--- config.mk ---
export PLATFORM = sky130hd
export DESIGN_NAME = aes_axis_out
export DESIGN_NICKNAME = d
export VERILOG_FILES = /design/src/rtl/aes_axis_out.sv
export SDC_FILE = /design/constraint.sdc
export NUM_CORES = 1
export LEC_CHECK = 0
export CAP_MARGIN = 20
export CORE_ASPECT_RATIO = 1.75
export CORE_MARGIN = 4
export CORE_UTILIZATION = 53
export DETAILED_ROUTE_END_ITERATION = 8
export DONT_BUFFER_PORTS = 1
export GPL_TIMING_DRIVEN = 0
export PLACE_DENSITY = 0.69
export SYNTH_ARGS = -nofsm -noshare
export SYNTH_HDL_FRONTEND = slang
export SYNTH_SLANG_ARGS = --single-unit
--- constraint.sdc ---
create_clock -name clk -period 10.5 [get_ports clk]
set_input_delay 2.1 -clock clk [delete_from_list [all_inputs] [get_ports clk]]
set_output_delay 2.1 -clock clk [all_outputs]
set_load 0.02 [all_outputs]
--- src/rtl/aes_axis_out.sv ---
// aes_axis_out -- transmit-side stream formatter for the AES datapath.
//
// Pops 128-bit result blocks from a first-word-fall-through output FIFO and
// serializes each into four 32-bit AXI-Stream beats, MSB word first. The
// final beat of a packet carries tlast; the end of a packet is signalled by
// the controller's processing_done level, which is latched into done_seen.
// Beat 3 of every block is held back (DECIDE) until either another block is
// waiting (beat 3 goes out with tlast=0) or the packet is known to be over
// (beat 3 goes out with tlast=1).
//
// Optional build macro:
//   AES_AXIS_OUT_BYTESWAP_EN  byte-reverse every beat before it is registered
//
// Ports:
//   clk                   single clock
//   reset                 asynchronous, active-low reset
//   processing_done       controller: all blocks of the packet are in the FIFO
//   out_fifo_data         FIFO head word (FWFT)
//   out_fifo_empty        FIFO empty flag
//   out_fifo_read_tvalid  FIFO head valid
//   out_fifo_read_tready  FIFO pop request (only in IDLE)
//   m_axis_tvalid/tdata/tstrb/tlast/tready  AXI-Stream master
//   tx_done               one-cycle pulse after the tlast handshake
//   blocks_sent           blocks sent in the current/most recent packet

module aes_axis_out #(
  parameter int FIFO_DATA_WIDTH      = 128,
  parameter int C_M_AXIS_TDATA_WIDTH = 32,
  parameter int CNT_WIDTH            = 16
) (
  input  logic                            clk,
  input  logic                            reset,
  input  logic                            processing_done,
  input  logic [FIFO_DATA_WIDTH-1:0]      out_fifo_data,
  input  logic                            out_fifo_empty,
  input  logic                            out_fifo_read_tvalid,
  output logic                            out_fifo_read_tready,
  output logic                            m_axis_tvalid,
  output logic [C_M_AXIS_TDATA_WIDTH-1:0] m_axis_tdata,
  output logic [3:0]                      m_axis_tstrb,
  output logic                            m_axis_tlast,
  input  logic                            m_axis_tready,
  output logic                            tx_done,
  output logic [CNT_WIDTH-1:0]            blocks_sent
);

  localparam int W = C_M_AXIS_TDATA_WIDTH;

  typedef enum logic [2:0] {
    IDLE,
    SEND,
    DECIDE,
    SEND_MID,
    SEND_LAST
  } state_t;

  state_t                     state, state_next;
  logic [FIFO_DATA_WIDTH-1:0] blk_reg;
  logic [1:0]                 beat_idx;
  logic                       done_seen;
  logic                       first_blk;
  logic                       fifo_hs;
  logic                       axis_hs;
  logic                       beat_vld_next;

  function automatic logic [W-1:0] fmt_beat(input logic [W-1:0] w);
    logic [W-1:0] r;
`ifdef AES_AXIS_OUT_BYTESWAP_EN
    for (int i = 0; i < W / 8; i++) begin
      r[8*i +: 8] = w[W-8-8*i +: 8];
    end
`else
    r = w;
`endif
    return r;
  endfunction

  // Beat k is the k-th W-bit word counted from the MSB end of the block.
  function automatic logic [W-1:0] beat_of(input logic [FIFO_DATA_WIDTH-1:0] blk,
                                           input logic [1:0] idx);
    logic [FIFO_DATA_WIDTH-1:0] s;
    s = blk << (W * int'(idx));
    return s[FIFO_DATA_WIDTH-1 -: W];
  endfunction

  function automatic logic [CNT_WIDTH-1:0] sat_inc(input logic [CNT_WIDTH-1:0] c);
    return (&c) ? c : c + 1'b1;
  endfunction

  assign fifo_hs = out_fifo_read_tready && out_fifo_read_tvalid;
  assign axis_hs = m_axis_tvalid && m_axis_tready;

  always_comb begin
    state_next = state;
    case (state)
      IDLE:      if (fifo_hs) state_next = SEND;
      SEND:      if (axis_hs && beat_idx == 2'd2) state_next = DECIDE;
      // A waiting block beats the end-of-packet indication: the packet
      // cannot end while more of its blocks are still queued.
      DECIDE: begin
        if (!out_fifo_empty)  state_next = SEND_MID;
        else if (done_seen)   state_next = SEND_LAST;
      end
      SEND_MID:  if (axis_hs) state_next = IDLE;
      SEND_LAST: if (axis_hs) state_next = IDLE;
      default:   state_next = IDLE;
    endcase
  end

  assign beat_vld_next = (state_next == SEND) || (state_next == SEND_MID) ||
                         (state_next == SEND_LAST);

  // Control and registered outputs
  always_ff @(posedge clk or negedge reset) begin
    if (!reset) begin
      state                <= IDLE;
      beat_idx             <= 2'd0;
      done_seen            <= 1'b0;
      first_blk            <= 1'b1;
      blocks_sent          <= '0;
      tx_done              <= 1'b0;
      out_fifo_read_tready <= 1'b0;
      m_axis_tvalid        <= 1'b0;
      m_axis_tlast         <= 1'b0;
      m_axis_tstrb         <= 4'h0;
      m_axis_tdata         <= '0;
    end else begin
      state                <= state_next;
      out_fifo_read_tready <= (state_next == IDLE);
      m_axis_tvalid        <= beat_vld_next;
      m_axis_tstrb         <= {4{beat_vld_next}};
      m_axis_tlast         <= (state_next == SEND_LAST);
      tx_done              <= (state == SEND_LAST) && axis_hs;

      if (state == SEND_LAST && axis_hs) begin
        done_seen <= 1'b0;
      end else if (processing_done && state != SEND_LAST) begin
        done_seen <= 1'b1;
      end

      case (state)
        IDLE: if (fifo_hs) begin
          beat_idx     <= 2'd0;
          m_axis_tdata <= fmt_beat(out_fifo_data[FIFO_DATA_WIDTH-1 -: W]);
          first_blk    <= 1'b0;
          if (first_blk) blocks_sent <= '0;
        end
        // The handshake of beat 2 also loads beat 3, which DECIDE holds.
        SEND: if (axis_hs) begin
          beat_idx     <= beat_idx + 2'd1;
          m_axis_tdata <= fmt_beat(beat_of(blk_reg, beat_idx + 2'd1));
        end
        SEND_MID: if (axis_hs) begin
          blocks_sent <= sat_inc(blocks_sent);
        end
        SEND_LAST: if (axis_hs) begin
          blocks_sent <= sat_inc(blocks_sent);
          first_blk   <= 1'b1;
        end
        default: ;
      endcase
    end
  end

  // Block buffer
  always_ff @(posedge clk) begin
    if (state == IDLE && fifo_hs) blk_reg <= out_fifo_data;
  end

endmodule

==> flow_metrics.env <==
export IMPL_area_delta_synth_final_pct=10.74
export IMPL_die_w_um=98.49
export IMPL_multi_input_area_mm2=0.002083
export IMPL_die_height_um=166.4
export IMPL_largest_reg_flops=128
export IMPL_clk_pin_slew_ns=0.07
export IMPL_synthArstFlopShare_pct=31.55
export IMPL_grt_use_total_pct=20.04
export IMPL_yosysTopAreaCell="edfxtp_1"
export IMPL_max_slew_margin_rel_pct=54.68
export IMPL_peakVddDrop_mv=0.1586
export IMPL_synth_seq_area_share_pct=70.07
export IMPL_layout_area_seq_mm2=0.005321
export IMPL_max_clock_path_buffers=2
export IMPL_post_cts_setup_buffers=0
export IMPL_synth_commonest_cells="edfxtp_1, dfrtp_1, nand2_1"
export IMPL_syn_inst=472
export IMPL_grt_max_degree=83
export IMPL_cp_required_ns=10.57
export IMPL_crit_path_end_kind="flip-flop"
export IMPL_cts_tree="done"
export IMPL_cts_buffers=17
export IMPL_rsz0062_at_grt="no"
export IMPL_worstSetupPathType="input port to flip-flop"
export IMPL_synth_seq_cells=187
export IMPL_firstDrtPassIters=5
export IMPL_cts_hold_buf=0
export IMPL_tns_ns=0
export IMPL_first_global_vias=4528
export IMPL_drtIter0Drc=235
export IMPL_wire_per_inst_um=23.31
export IMPL_drv_cap=0
export IMPL_synth_flop_cell="edfxtp_1"
export IMPL_crit_arrival_ns=3.74
export IMPL_synth_edff_count=128
export IMPL_synthesis_area_mm2=0.007595
export IMPL_hp_class="flip-flop to flip-flop"
export IMPL_drive_above_1_share_pct=18.61
export IMPL_fillCellCount=1070
export IMPL_synth_cell_types=50
export IMPL_grt_overflow=0
export IMPL_cp_slowest_cell="inv_4"
export IMPL_setup_viol=0
export IMPL_status="finished, final reports clean"
export IMPL_crit_buf_inv=2
export IMPL_die_area_mm2=0.01638
export IMPL_path_cells="nor4b_1 > nand2_1 > inv_4 > buf_16"
export IMPL_p_leak_uw=0.003078
export IMPL_slowest_delay_ns=0.50
export IMPL_worst_pin_slew_ns=0.6799
export IMPL_yosys_top_cells_area="edfxtp_1, dfrtp_1, mux4_2"
export IMPL_synth_area_per_cell_um2=16.09
export IMPL_placed_area_mm2=0.007846
export IMPL_fin_ws_ns=6.832
export IMPL_clock_sinks=187
export IMPL_finalClockSkew_ns=0.01231
export IMPL_power_uw=2437
export IMPL_finalHoldViolCount=0
export IMPL_yosysMostFrequentCell="edfxtp_1"
export IMPL_gp_congestion=0.9018
export IMPL_pre_cts_ws_ns=6.385
export IMPL_stdcell_area_mm2=0.008411
export IMPL_drc=0
export IMPL_vias=4189
export IMPL_dpl_hpwl_um=11440
export IMPL_worst_path_max_fanout=82
export IMPL_cts_max_level=4
export IMPL_startpoint_type="input port"
export IMPL_yosys_area_top_type_share_pct=50.61
export IMPL_ant_nets=0
export IMPL_cts_root_buf="clkbuf_16"
export IMPL_period_share_pct=34.93
export IMPL_grt_antenna_before_repair=1
export IMPL_cpLargestDelayFamily="buffers and inverters"
export IMPL_coreArea_mm2=0.01398
export IMPL_clock_fmax_mhz=272.6
export IMPL_cts_resized=0
export IMPL_yosys_warnings=0
export IMPL_vias_per_cell=6.133
export IMPL_initial_utilization_pct=54.33
export IMPL_report_final_slew_viol_count=0
export IMPL_boundaryPins=190
export IMPL_grt_pass1_wl_um=25030
export IMPL_rows=57
export IMPL_p_per_area_mw_per_mm2=289.7
export IMPL_io_buffer_count=0
export IMPL_nets=628
export IMPL_clock_latency_ns=0.42
export IMPL_fin_crit_ns=3.668
export IMPL_synth_fp_nets=608
export IMPL_routed_wl_um=15920
layer usage:
layer	global-route usage [%]	routed length, um
met4	6.064	246
met5	0	0
met1	21.47	5445
met3	7.314	1199
met2	36.37	9033
metrics by stage:
stage               hold slack, ns  util (%)  cells
floorplan                   0.4526         -    472
global placement            0.4662     55.92    649
detailed placement          0.4807     56.13    650
CTS                         0.4948     60.15    682
global route                0.5187     60.17    683
finish                      0.4922     60.17    683
worst register-to-register path, delay by kind of cell, from the launching register on:
kind	cells	cell delay [ns]
flip-flops	1	0.32
buffers and inverters	5	1.62
multiplexers	2	0.58
AO/OA/AOI/OAI	1	0.10
adder cells (fa/ha/maj)	1	0.28
cell families (layout without fill, tap and decap cells):
kind of cell	count (synthesis)	in the layout	share of synthesized area, %
other	0	1	0
AOI/OAI and AO/OA	82	82	6.738
and+or+nand+nor	98	98	6.540
adders and majority gates	2	2	0.3294
DFF	187	187	70.07
buffers and inverters	37	70	2.504
muxes	66	66	13.82
layout by cell type, fill, tap and decap left out, types with 3 or more instances in the layout:
cell and n:
inv_8 4, inv_6 3, buf_4 5, mux2i_1 34, a31oi_1 14, clkbuf_16 17, dfrtp_1 58, mux4_2 31
o21a_1 4, nand2_1 47, clkbuf_1 10, nor4_1 4, inv_1 6, o211ai_1 3, clkinv_4 3, nor2_1 7
a21oi_1 13, nand4_1 6, o21ai_0 36, nand3_1 7, buf_2 14, edfxtp_1 128, nor3_1 5, and3_1 4
worst paths after layout:
path | from | endpoint | slack, ns | cells after the start
max in group asynchronous | reset | first_blk | 8.94 | 0
worst max-delay path | out_fifo_read_tvalid | blk_reg[57] | 6.83 | 4
worst max register to register | beat_idx[0] | m_axis_tdata[26] | 7.49 | 9
worst min register to register | beat_idx[1] | beat_idx[1] | 0.49 | 2
worst min-delay path | beat_idx[1] | beat_idx[1] | 0.49 | 2
min in group asynchronous | reset | m_axis_tdata[16] | 1.37 | 0
layout make-up:
cell class              instances  area share (%)
plain buffers                  30           1.949
clock buffers                  19           5.147
multi-input cells             248           24.77
inverters                       7          0.3422
well taps                     177           2.633
flip-flops and latches        187           63.27
diodes                          1         0.02975
clock inverters                13           1.532
repair buffers                  1          0.3273
report_power, final:
part | internal (uW) | total (uW) | switching (uW)
clock | 315 | 605 | 290
sequential | 957 | 1150 | 189
combinational | 308 | 686 | 377
total | 1580 | 2440 | 856
Note: power is estimated with default switching activity, not from simulation.
